`config.mk`:
```
export PLATFORM = sky130hd
export DESIGN_NAME = regfile_wb_arbiter
export DESIGN_NICKNAME = d
export VERILOG_FILES = /design/src/rtl/risc_pkg.sv /design/src/rtl/wb_scoreboard.sv /design/src/rtl/regfile_wb_arbiter.sv
export SDC_FILE = /design/constraint.sdc
export NUM_CORES = 1
export LEC_CHECK = 0
export ABC_AREA = 1
export CORE_AREA = 5 5 130 95
export DETAILED_ROUTE_END_ITERATION = 10
export DIE_AREA = 0 0 135 100
export PLACE_DENSITY = 0.64
export RECOVER_POWER = 50
export SYNTH_ARGS = -nofsm -noshare
export SYNTH_HDL_FRONTEND = slang
export SYNTH_SLANG_ARGS = --single-unit
```
`constraint.sdc`:
```
create_clock -name clk -period 2.5 [get_ports clk]
set_input_delay 0.75 -clock clk [delete_from_list [all_inputs] [get_ports clk]]
set_output_delay 0.75 -clock clk [all_outputs]
set_load 0.05 [all_outputs]
```
`src/rtl/risc_pkg.sv`:
```
// Shared datapath widths, requester ids and small helpers for the writeback path.
package risc_pkg;

    localparam int unsigned REG_ADDR_W = 5;
    localparam int unsigned DATA_W     = 16;
    localparam int unsigned NUM_REGS   = 32;

    typedef enum logic {
        REQ_ALU,
        REQ_MEM
    } req_id_e;

    function automatic logic [NUM_REGS-1:0] reg_onehot(input logic [REG_ADDR_W-1:0] r);
        return NUM_REGS'(1) << r;
    endfunction

endpackage

```
`src/rtl/wb_scoreboard.sv`:
```
// Pending-destination mask: set by issue-stage allocation, cleared by committed writebacks.
module wb_scoreboard
    import risc_pkg::*;
(
    input  logic                  clk,
    input  logic                  rst,
    input  logic                  alloc_valid,
    output logic                  alloc_ready,
    input  logic [REG_ADDR_W-1:0] alloc_rd,
    input  logic                  commit_we,
    input  logic [REG_ADDR_W-1:0] commit_rd,
    input  logic [REG_ADDR_W-1:0] rs,
    input  logic [REG_ADDR_W-1:0] rt,
    output logic                  hazard
);

    logic [NUM_REGS-1:0] pending_q, pending_d;
    logic [NUM_REGS-1:0] set_mask, clr_mask;

    always_comb begin
        alloc_ready = !pending_q[alloc_rd];
        hazard      = pending_q[rs] | pending_q[rt];
        set_mask    = '0;
        clr_mask    = '0;
        if (alloc_valid && alloc_ready) begin
            set_mask = reg_onehot(alloc_rd);
        end
        if (commit_we) begin
            clr_mask = reg_onehot(commit_rd);
        end
        // Set and clear never hit the same bit: a pending register cannot be re-allocated.
        pending_d = (pending_q & ~clr_mask) | set_mask;
    end

    always_ff @(posedge clk or posedge rst) begin
        if (rst) begin
            pending_q <= '0;
        end else begin
            pending_q <= pending_d;
        end
    end

endmodule

```
`src/rtl/regfile_wb_arbiter.sv`:
```
// Arbitrates ALU/load writebacks onto one register-file write port (mem first, with an
// ALU starvation guard) and tracks outstanding destinations for hazard detection.
module regfile_wb_arbiter
    import risc_pkg::*;
#(
    parameter int unsigned STARVE_LIMIT = 3
) (
    input  logic                  clk,
    input  logic                  rst,
    input  logic                  alu_valid,
    output logic                  alu_ready,
    input  logic [REG_ADDR_W-1:0] alu_rd,
    input  logic [DATA_W-1:0]     alu_data,
    input  logic                  mem_valid,
    output logic                  mem_ready,
    input  logic [REG_ADDR_W-1:0] mem_rd,
    input  logic [DATA_W-1:0]     mem_data,
    input  logic                  alloc_valid,
    output logic                  alloc_ready,
    input  logic [REG_ADDR_W-1:0] alloc_rd,
    input  logic [REG_ADDR_W-1:0] rs,
    input  logic [REG_ADDR_W-1:0] rt,
    output logic                  hazard,
    output logic                  rf_we,
    output logic [REG_ADDR_W-1:0] rf_rd,
    output logic [DATA_W-1:0]     rf_data
);

    // The starvation counter is 2 bits wide, so the limit is taken modulo 4.
    localparam logic [1:0] StarveLim = 2'(STARVE_LIMIT);

    logic [1:0]            starve_cnt_q, starve_cnt_d;
    logic                  alu_prio, alu_acc, mem_acc;
    req_id_e               grant_id;
    logic [REG_ADDR_W-1:0] grant_rd;
    logic [DATA_W-1:0]     grant_data;

    always_comb begin
        alu_prio  = (starve_cnt_q == StarveLim);
        alu_ready = !rst && (alu_prio || !mem_valid);
        mem_ready = !rst && !(alu_prio && alu_valid);
        alu_acc   = alu_valid && alu_ready;
        mem_acc   = mem_valid && mem_ready;
        grant_id  = mem_acc ? REQ_MEM : REQ_ALU;

        unique case (grant_id)
            REQ_MEM: begin
                grant_rd   = mem_rd;
                grant_data = mem_data;
            end
            default: begin
                grant_rd   = alu_rd;
                grant_data = alu_data;
            end
        endcase

        if (alu_valid && !alu_ready) begin
            starve_cnt_d = alu_prio ? starve_cnt_q : starve_cnt_q + 2'd1;
        end else begin
            starve_cnt_d = '0;
        end
    end

    always_ff @(posedge clk or posedge rst) begin
        if (rst) begin
            starve_cnt_q <= '0;
            rf_we        <= 1'b0;
            rf_rd        <= '0;
            rf_data      <= '0;
        end else begin
            starve_cnt_q <= starve_cnt_d;
            rf_we        <= alu_acc | mem_acc;
            if (alu_acc | mem_acc) begin
                rf_rd   <= grant_rd;
                rf_data <= grant_data;
            end
        end
    end

    wb_scoreboard u_scoreboard (
        .clk         (clk),
        .rst         (rst),
        .alloc_valid (alloc_valid),
        .alloc_ready (alloc_ready),
        .alloc_rd    (alloc_rd),
        .commit_we   (rf_we),
        .commit_rd   (rf_rd),
        .rs          (rs),
        .rt          (rt),
        .hazard      (hazard)
    );

endmodule

```
* Word level (Yosys, flattened, before mapping)
Index checks and enable logic that the tools add are counted. Widths: inputs -> output; s select.
Word-level totals: input bits 62, output and inout bits 26, register bits 56
Operators by class: equal/unequal tests 2, $lt $le $gt $ge 3, shifts and indexed selects 2, muxes and demuxes 13, reduce and logical (&&, ||, !) cells 13, bitwise gates (word level) 5, add/sub/neg operators 1
Operators by type and width (count):
- $mux 32 | 2
- $shl 1x5->32 const A | 2
- $and 32x32->32 | 1
- $not 32->32 | 1
- $or 32x32->32 | 1
- $lt 5x6->1 const B | 3
- $mux 16 | 1
- $bmux 1 s5 | 3
- $logic_and 1x1->1 | 7
- $logic_not 1->1 | 5
- $mux 5 | 1
- $mux 1 | 4
- $mux 2 | 2
- $add 2x1->2 const B | 1
- $eq 2x2->1 const B | 1
- $ne 2x2->1 const B | 1
- $or 1x1->1 | 2
- $logic_or 1x1->1 | 1

* Depth between registers and ports, before layout
Gate-level depths: netlist of the first run.
depth after elaboration 7, depth in mapped cells 11, mapped depth without buffers 10

* By module
From an unflattened synthesis of the first run, not the netlist that was laid out.
Second synthesis, totals: cells, all modules 644, area, all modules 4067.7 um^2
By module, submodules not included:
- wb_scoreboard | cells each 442, sequential area each 800.8 um^2, area each 2653.8 um^2, instances 1
- regfile_wb_arbiter | cells each 202, sequential area each 600.6 um^2, area each 1413.9 um^2, instances 1

* Least setup slack after synthesis of the first run
No wires, ideal clock.
path kind input-to-output, from in rt[0], to out hazard, path slack -193 ps, cell stages on the path 8, path buffers 2, arrival 1943 ps, cell sequence buf_2 -> clkbuf_1 -> o21ai_0 -> o221ai_1 -> nand3_1 -> nand2_1 -> nand2_1 -> nand2_1
Between the ends: longest elaborated chain between the ends 3
Ends and longest elaborated chain:
- from (decl) | line regfile_wb_arbiter.sv:22 | input logic [REG_ADDR_W-1:0] rt,
- $bmux 1 s5 | line wb_scoreboard.sv:22 | hazard = pending_q[rs] | pending_q[rt];
- $mux 1 (implied by the code) | line wb_scoreboard.sv:22
- $or 1x1->1 | line wb_scoreboard.sv:22
- to (decl) | line regfile_wb_arbiter.sv:23 | output logic hazard,
No other way between the ends. The select of a mux whose other input is x is not followed.

* Worst setup path in the final report of the first run
Ends and elaborated chain as after synthesis.

==> flow_summary.json, run 1 <==
{
  "outcome": "complete, but fails checks",
  "violated_checks": "negative setup slack",
  "grt_use_met2_pct": 30.39,
  "use_met1_pct": 35.49,
  "maximum_number_of_pins_on_one_net_before_global_route_repair": 57,
  "detail_route.wl_per_cell_um": 17.81,
  "worst_slew_margin_relative_to_its_limit_pct": 49.37,
  "grt_pass1_vias": 4122,
  "grt_met3_usage_pct": 3.557,
  "data_arrival_at_the_endpoint_of_the_critical_path_ns": 1.85,
  "die_area_um2": 13500,
  "netlist_instances": 572,
  "dp.final_hpwl_um": 10550,
  "multi_input_comb_area_um2": 2200,
  "portBuffers": 87,
  "slew_viol_final": 0,
  "drt_iter0_markers": 526,
  "crit_fanout": 14,
  "finalHoldViolations": 0,
  "power_per_standard_cell_area_nw_per_um2": 707.9,
  "finalSetupViolations": 4,
  "class_of_the_most_critical_hold_timing_path": "flop to flop",
  "clock-skew-final_ns": 0.008036,
  "final.min_clock_period_ns": 2.599,
  "cts.sink_count": 56,
  "fmax_mhz": 384.8,
  "worst_path_dominant_cell_family": "simple AND/OR/NAND/NOR gates",
  "core_area_um2": 10850,
  "net_count_reported_at_finish": 737,
  "global_route.peak_usage_layer": "met1",
  "ant_nets": 0,
  "synth.yosys.warnings": 0,
  "postSynthRegisterBits": 56,
  "worst-r2r-cell-count": 10,
  "grt_util_all_layers_pct": 22.07,
  "place_worst_setup_slack_ns": -0.5591,
  "clockRootBuffer": "clkbuf_16",
  "yosysUniqueCellTypes": 27,
  "htreeDepth": 2,
  "initial_antenna_violation_count": 0,
  "clock_insertion_delay_worst_skew_ns": 0.30,
  "rsz0062_at_grt": "true",
  "netlist_area_um2": 3762,
  "layout.cells.non_filler": 828,
  "fin_crit_sh_pct": 104.0,
  "leakage_power_nw": 2.391,
  "worst_hold_slack_ns": 0.5000,
  "die-height_um": 100,
  "avgSynthCellArea_um2": 6.578,
  "fill_cells": 1080,
  "cts_tree": "yes",
  "ys_seq_area_share_pct": 37.25,
  "routed_via_density": 5.408,
  "setup_crit_end_kind": "output pin",
  "inst_count_dp": 811,
  "register_area_um2": 1401,
  "io_pins": 88,
  "drive_gt1_share_pct": 15.11,
  "critical_path.cell_chain": "buf_8 > inv_1 > buf_12 > nand2_1 > nand3_1 > nand3_1 > nand2_2 > a21oi_2 > nand2_1 > nand2_2 > nand2_4 > buf_12",
  "gp_routability_congestion": 0.8975,
  "max-clock-path-buffers": 2,
  "total_overflow_reported_by_the_global_router": 0,
  "routed_wirelength_um": 14750,
  "crit_slowest_cell": "buf_12",
  "die_w_um": 135,
  "synth_fp_nets": 635,
  "initial_core_util_pct": 34.67,
  "via_count": 4478,
  "cp_num_buf_inv": 4,
  "tightestPinTransition_ns": 0.7594,
  "fin_ws_ns": -0.09875,
  "timing.max_cap.violations": 0,
  "antenna_cells_inserted": 0,
  "cts_inserted_buffers": 5,
  "slowest_delay_ns": 0.14,
  "critPathRequiredTime_ns": 1.75,
  "startpoint_type": "input pin",
  "worstSetupPathDepth": 12,
  "clkSlewWorstSetupHoldPaths_ns": 0.07,
  "dr.pass1.iters": 5,
  "first_pass_grt_wire_length_um": 23260,
  "worstSetupPathType": "input pin to output pin",
  "syn2layout_area_growth_pct": 45.96,
  "vdd.ir_drop.worst_v": 0.0003043,
  "placementRows": 32,
  "route.detailed.drc": 0,
  "whs_path_depth": 2,
  "cts_hold_repair.buffers": 0
}
[metrics by stage]
stage / instance area (um^2) / total power [mW] / setup TNS, ns / util (%)
floorplan: 3774 / 2.347 / 0 / -
finish: 5492 / 3.887 / -0.2698 / 50.61
detailed placement: 5011 / 3.025 / -6.213 / 46.18
global placement: 5011 / 3.013 / -5.409 / 46.18
global route: 5492 / 4.116 / -0.4881 / 50.61
CTS: 5378 / 3.797 / -0.08592 / 49.56
[state kept, by name, indices dropped and copies added, names as in the netlist]
register                flops
rf_rd                       5
rf_we                       1
u_scoreboard.pending_q     32
rf_data                    16
starve_cnt_q                2
[worst register-to-register path: cells and delay by family (launching register included)]
| kind | cells | cell delay (ns) |
|---|---|---|
| AND/OR/NAND/NOR | 9 | 0.97 |
| buffers and inverters | 1 | 0.57 |
| flip-flops | 1 | 0.47 |
[Yosys cell counts]
master | count | area [um^2]
a21oi_1 | 15 | 75.07
a31oi_1 | 21 | 131.4
buf_1 | 2 | 7.510
buf_2 | 9 | 45.04
buf_4 | 2 | 15.01
buf_6 | 4 | 45.04
clkbuf_1 | 19 | 71.32
clkinv_1 | 2 | 7.510
dfrtp_1 | 56 | 1401
ha_1 | 1 | 12.51
inv_1 | 28 | 105.1
inv_2 | 3 | 11.26
nand2_1 | 140 | 525.5
nand2_2 | 1 | 6.260
nand2_4 | 1 | 11.26
nand3_1 | 109 | 545.5
nand3_2 | 1 | 10.01
nand3b_1 | 1 | 7.510
nand4_1 | 4 | 25.02
nor2_1 | 73 | 274.0
nor2_2 | 2 | 12.51
nor3_1 | 5 | 25.02
nor4_1 | 4 | 25.02
o211ai_1 | 7 | 52.55
o21ai_0 | 59 | 295.3
o21ai_1 | 2 | 10.01
o221ai_1 | 1 | 8.760
[power by group]
part / switching [mW] / leakage [nW] / internal, mW / total [mW]
Sequential: 0.441 / 0.625 / 1.20 / 1.64
Clock: 0.332 / 0.0681 / 0.375 / 0.707
Combinational: 0.932 / 1.70 / 0.610 / 1.54
[cell type report]
cell class / count / area share [%]
multi-input combinational: 447 / 40.05
timing repair buffer: 131 / 25.84
sequential: 56 / 25.52
tap: 153 / 3.486
inverter: 33 / 2.529
clock buffer: 7 / 2.415
clock inverter: 1 / 0.1595
[cells by family after synthesis]
group | after synthesis | share of synthesized area (%)
flip-flops | 56 | 37.25
AO/OA/AOI/OAI | 105 | 15.23
AND/OR/NAND/NOR | 341 | 39.01
buffers and inverters | 69 | 8.181
adder cells (fa/ha/maj) | 1 | 0.3325
[final timing paths]
path                                            startpoint                         end  slack (ns)
worst min-delay path                       starve_cnt_q[1]             starve_cnt_q[1]        0.50
worst max register to register  u_scoreboard.pending_q[18]  u_scoreboard.pending_q[23]        0.42
max in group asynchronous                              rst  u_scoreboard.pending_q[27]        0.68
min in group asynchronous                              rst                 rf_data[13]        1.32
worst min register to register             starve_cnt_q[1]             starve_cnt_q[1]        0.50
worst max-delay path                                 rt[0]                      hazard        -0.1
[cell usage in the layout, fill, tap and decap left out, drive strengths merged]
cell           Yosys  final
dlygate4sd2        0      4
clkbuf            19     13
clkdlybuf4s50      0     69
nand2            142    142
clkinv             2      4
o221ai             1      1
buf               17     49
dlygate4sd3        0      1
nor3               5      5
a31oi             21     21
nand3            110    110
dfrtp             56     56
nand4              4      4
clkdlybuf4s15      0      1
ha                 1      1
bufbuf             0      1
o211ai             7      7
nor2              75     75
nor4               4      4
a21oi             15     15
inv               31     30
o21ai             61     61
nand3b             1      1
[layer usage]
layer | wire length, um | vias up
li1 | - | 2142
met1 | 7134 | 2112
met2 | 6044 | 207
met3 | 1356 | 17
met4 | 213 | 0
met5 | 0 | -
[repair_timing]
item                       in CTS  in global routing
setup endpoints to repair       2                  2
pin swaps                      21                 19
gates cloned                    5                  1
resized for setup              79                 29
setup buffers                   3                  1
Power figures use the tool's default switching activity.
==> inputs of run 2 (changes only) <==
--- a/config.mk
+++ b/config.mk
@@ -9,8 +9,10 @@
 export CORE_AREA = 5 5 130 95
 export DETAILED_ROUTE_END_ITERATION = 10
 export DIE_AREA = 0 0 135 100
-export PLACE_DENSITY = 0.64
+export DONT_BUFFER_PORTS = 1
+export PLACE_DENSITY = 0.54
 export RECOVER_POWER = 50
+export SLEW_MARGIN = 20
 export SYNTH_ARGS = -nofsm -noshare
 export SYNTH_HDL_FRONTEND = slang
 export SYNTH_SLANG_ARGS = --single-unit
==> run 2 against run 1 <==
Compared with the run above:
- the flow now finishes without violations
- clock skew shrank 0.00081 ns
- sequential share of layout area grew 8.9 points
- worst hold slack lost 0.0072 ns
- register-to-register slack gained 0.08 ns
- clock power grew 0.6%
- via count shrank 11%
- cell count shrank 14%
- power shrank 11%
- first-iteration DRC count shrank 36%
- count of clock-buffer cells in the layout shrank 1
- flip-flop and latch count is the same
- largest cell class unchanged
==> flow_summary.json, run 2 (synthesis results as in run 1) <==
{
  "fmax_mhz": 410.8,
  "slowest_delay_ns": 0.16,
  "dr.pass1.iters": 5,
  "final.min_clock_period_ns": 2.434,
  "outcome": "completed",
  "layout.cells.non_filler": 715,
  "setup_crit_end_kind": "output pin",
  "clkSlewWorstSetupHoldPaths_ns": 0.07,
  "finalSetupViolations": 0,
  "largest_register_ff_count": 32,
  "finalHoldViolations": 0,
  "inst_count_dp": 708,
  "critical_path.cell_chain": "inv_1 > buf_4 > a21oi_1 > o21ai_0 > nand3_1 > nand3_1 > nand2_1 > nand2_1 > nand2_4",
  "htreeDepth": 2,
  "clockRootBuffer": "clkbuf_16",
  "cts_inserted_buffers": 5,
  "startpoint_type": "input pin",
  "data_arrival_at_the_endpoint_of_the_critical_path_ns": 1.68,
  "maximum_number_of_pins_on_one_net_before_global_route_repair": 57,
  "syn2layout_area_growth_pct": 8.347,
  "die_area_um2": 13500,
  "fin_crit_sh_pct": 97.37,
  "total_overflow_reported_by_the_global_router": 0,
  "worstSetupPathType": "input pin to output pin",
  "via_count": 3968,
  "vdd.ir_drop.worst_v": 0.0002991,
  "crit_slowest_cell": "buf_4",
  "route.detailed.drc": 0,
  "drive_gt1_share_pct": 6.584,
  "rsz0062_at_grt": "true",
  "clock-skew-final_ns": 0.007231,
  "io_pins": 88,
  "routed_via_density": 5.550,
  "antenna_cells_inserted": 0,
  "tightestPinTransition_ns": 1.440,
  "die-height_um": 100,
  "most_flops_register": "u_scoreboard.pending_q",
  "critPathRequiredTime_ns": 1.75,
  "gp_routability_congestion": 0.8847,
  "cts.sink_count": 56,
  "initial_antenna_violation_count": 0,
  "placementRows": 32,
  "class_of_the_most_critical_hold_timing_path": "flop to flop",
  "grt_pass1_vias": 3685,
  "post-cts-setup-buffers": 0,
  "drt_iter0_markers": 336,
  "final_common_cell": "nand2_1",
  "worst_slew_margin_relative_to_its_limit_pct": 3.974,
  "layout_top_registers": "u_scoreboard.pending_q x32, rf_data x16, rf_rd x5",
  "slew_viol_final": 0,
  "crit_fanout": 19,
  "grt_util_all_layers_pct": 18.89,
  "initial_core_util_pct": 34.67,
  "most-common-layout-cells": "138 x nand2_1, 109 x nand3_1, 72 x nor2_1, 58 x o21ai_0, 56 x dfrtp_1",
  "ant_nets": 0,
  "die_w_um": 135,
  "power_per_standard_cell_area_nw_per_um2": 846.3,
  "leakage_power_nw": 1.775,
  "utilization_pct": 37.57,
  "detail_route.wl_per_cell_um": 17.49,
  "first_pass_grt_wire_length_um": 20270,
  "max-clock-path-buffers": 2,
  "net_count_reported_at_finish": 625,
  "clock_insertion_delay_worst_skew_ns": 0.30,
  "routed_wirelength_um": 12500,
  "dp.final_hpwl_um": 9162,
  "timing.max_cap.violations": 0,
  "cts_tree": "yes",
  "portBuffers": 0,
  "core_area_um2": 10850
}
==> run 2: stage by stage <==
step                      area (um^2)  power, mW  setup TNS (ns)  setup WS [ns]  hold WS (ns)
after global routing             4076      3.686        -0.05208       -0.05208        0.5111
final                            4076      3.450               0        0.06567        0.4928
after floorplan                  3774      2.347               0       0.001258        0.4531
after detailed placement         3939      2.724               0        0.03607        0.4836
after global placement           3939      2.725               0        0.05135        0.4720
after CTS                        4076      3.440               0        0.03665        0.5013
==> run 2: final timing paths <==
| kind | from | endpoint | slack, ns | depth (start not counted) |
|---|---|---|---|---|
| min | starve_cnt_q[1] | starve_cnt_q[1] | 0.49 | 2 |
| max in group asynchronous | rst | u_scoreboard.pending_q[13] | 0.78 | 2 |
| min in group asynchronous | rst | rf_data[8] | 0.87 | 2 |
| max reg2reg | starve_cnt_q[0] | rf_rd[4] | 0.50 | 6 |
| min reg2reg | starve_cnt_q[1] | starve_cnt_q[1] | 0.49 | 2 |
| max | rt[0] | hazard | 0.07 | 9 |
==> run 2: what timing repair did <==
action,CTS,global route
hold buffers,0,0
setup endpoints to repair,0,1
endpoints found under the hold margin,0,0
gates resized for setup,0,4
==> run 2: worst max-delay path: cells and delay by family <==
| family | cells | cell delay (ns) |
|---|---|---|
| and+or+nand+nor | 5 | 0.51 |
| AOI/OAI and AO/OA | 2 | 0.24 |
| buffers and inverters | 2 | 0.19 |
==> run 2: metal layers <==
metal  vias up  routed length (um)  GRT usage, %
met5         -                   0             0
met1      1865                5724         28.02
met4         0                 159         4.338
li1       1905                   -             -
met2       179                5280         26.51
met3        19                1338         6.263
==> run 2: final cells by class <==
type                       count  area [um^2]
tap                          153        191.4
multi-input combinational    447         2073
timing repair buffer          19        145.1
inverter                      33        127.6
sequential                    56         1401
clock inverter                 1        8.758
fill                        1165         6774
clock buffer                   6        128.9
==> run 2: where the power goes <==
group | internal, mW | switching (mW) | leakage [nW] | total [mW]
Clock | 0.372 | 0.340 | 0.0673 | 0.711
Sequential | 1.19 | 0.553 | 0.625 | 1.75
Combinational | 0.351 | 0.640 | 1.08 | 0.991
==> RTL edit, RTL diff (config.mk and constraints of run 2) <==
`DATA_W`: 16 -> 14.
--- a/src/rtl/risc_pkg.sv
+++ b/src/rtl/risc_pkg.sv
@@ -2,7 +2,7 @@
 package risc_pkg;
 
     localparam int unsigned REG_ADDR_W = 5;
-    localparam int unsigned DATA_W     = 16;
+    localparam int unsigned DATA_W     = 14;
     localparam int unsigned NUM_REGS   = 32;
 
     typedef enum logic {
Ports: changed (resized alu_data, mem_data and rf_data); port bits go from 88 to 82. No check against the original RTL was run, so the function may have changed too.
==> RTL edit against run 2 <==
  * Synthesized area is 3.2% lower
  * Hold slack got worse by 0.021 ns
  * Cell area down 2.3%
  * Sequential cell count down 2
  * Utilization down 0.86 points
  * Register-to-register slack worse by 0.06 ns
  * Routed wire length up 1.8%
  * Total power rose by 1.9%
  * Combinational power is 0.8% lower
  * Setup slack gained 0.019 ns
  * Global-route usage decreased by 0.19 points
  * Largest power group unchanged
==> RTL edit: results (changes against run 2) <==
status complete, no violations; Post-Place Worst Slack -0.0511 ns (-0.0872 ns); Post-synth top cells nand2_1 (149), nand3_1 (106), nor2_1 (69); Worst Path Arrival 1.66 ns (-0.02 ns); largest net degree at the start of global routing 40 (-30%); vias in the first global route 3555 (-3.5%); CP max stage delay 0.23 ns (+0.07 ns); Mapped Nets 623 (-1.9%); GPL Wtd Cong 0.866 (-2.1%); drt wl/cell 18.0 µm (+3.2%); unique cell type count in the Yosys netlist 24 (-11%); drt pass-1 iters 6 (+1); met3 usage 3.86% (-2.4 points); met2 GRT Util 27.5% (+0.96 points); P_leak 1.71 nW (-3.4%); Nets 610 (-2.4%); post-synthesis sequential area ratio 37.1% (-0.15 points); Peak supply drop 0.272 mV (-9.2%); CP max FO 22 (+3); routing usage on met1 27.7% (-0.28 points); Top Registers u_scoreboard.pending_q: 32 flops, rf_data: 14 flops, rf_rd: 5 flops; Cells after Synth 564 (-1.4%); ratio of cells with drive above 1 in the final layout 5.62% (-0.97 points); Clock Skew 0.00366 ns (-0.00357 ns); detailed-route via count 3827 (-3.6%); placed wire-length estimate 9.04 mm (-1.4%); layout filler cell count 1148 (-1.5%); Max Freq 414 MHz (+0.81%); total global-route track usage 18.7% (-0.19 points)
## RTL edit: changes by cell type in the layout (fill, tap and decap cells not counted), moves of 2 or more
cell,change
a31oi_1,-2
buf_4,-5
clkbuf_1,+2
clkinvlp_4,+2
dfrtp_1,-2
inv_1,-3
nand2_1,+9
nand3_1,-3
nor2_1,-4
nor2_2,-2
o21ai_0,-6
o21ai_1,+5
## RTL edit: what timing repair did
action,CTS,global route
resized for setup,2,12
cloned,0,1
setup endpoints to repair,1,1
endpoints found under the hold margin,0,0
pin swaps,1,2
## RTL edit: cell families after synthesis
family	Yosys count	share of synthesized area, %
buf+inv	67	7.69
compound gates	103	15.4
flops	54	37.1
simple gates	339	39.5
fa+ha+maj	1	0.343
## RTL edit: stage by stage
stage	total power, W	hold WS [ns]
final	0.00352	0.472
after global routing	0.00373	0.524
after CTS	0.00350	0.336
after detailed placement	0.00271	0.481
after global placement	0.00271	0.470
after floorplan	0.00227	0.453
## RTL edit: worst paths after layout
path,startpoint,endpoint,slack (ns)
worst max-delay path,rt[0],hazard,0.09
worst min-delay path,rst,rf_rd[3],0.47
worst max register to register,starve_cnt_q[0],rf_rd[1],0.44
worst min register to register,starve_cnt_q[1],starve_cnt_q[1],0.50
max in group asynchronous,rst,u_scoreboard.pending_q[18],0.67
min in group clk,starve_cnt_q[1],starve_cnt_q[1],0.50
## RTL edit: report_power, final
part           internal [W]  switching, W
sequential          0.00116      0.000594
clock              0.000473      0.000309
combinational      0.000344      0.000639
## RTL edit: metal layers
layer	vias to the layer above	routed length (µm)
met4	0	257
li1	1876	-
met5	-	0
met2	173	5480
met3	23	1150
met1	1755	5840
## RTL edit: worst register-to-register path, stage by stage, from the launching register on
cell and delay, ns:
dfrtp_1 0.40, ha_1 0.24, a21oi_2 0.14, buf_4 0.34, nand2_1 0.49, nand2_1 0.19
a31oi_1 0.09
## RTL edit: cell type report
class                           instances  area [µm²]  share of cell area (%)
Clock buffer                            6         129                    3.24
Clock inverter                          2        37.5                   0.943
Inverter                               30         116                    2.92
Multi-Input combinational cell        443        2030                    51.1
Sequential cell                        54        1350                    33.9
Tap cell                              153         191                    4.81
Timing Repair Buffer                   16         115                    2.89
Timing Repair inverter                  1        7.51                   0.189
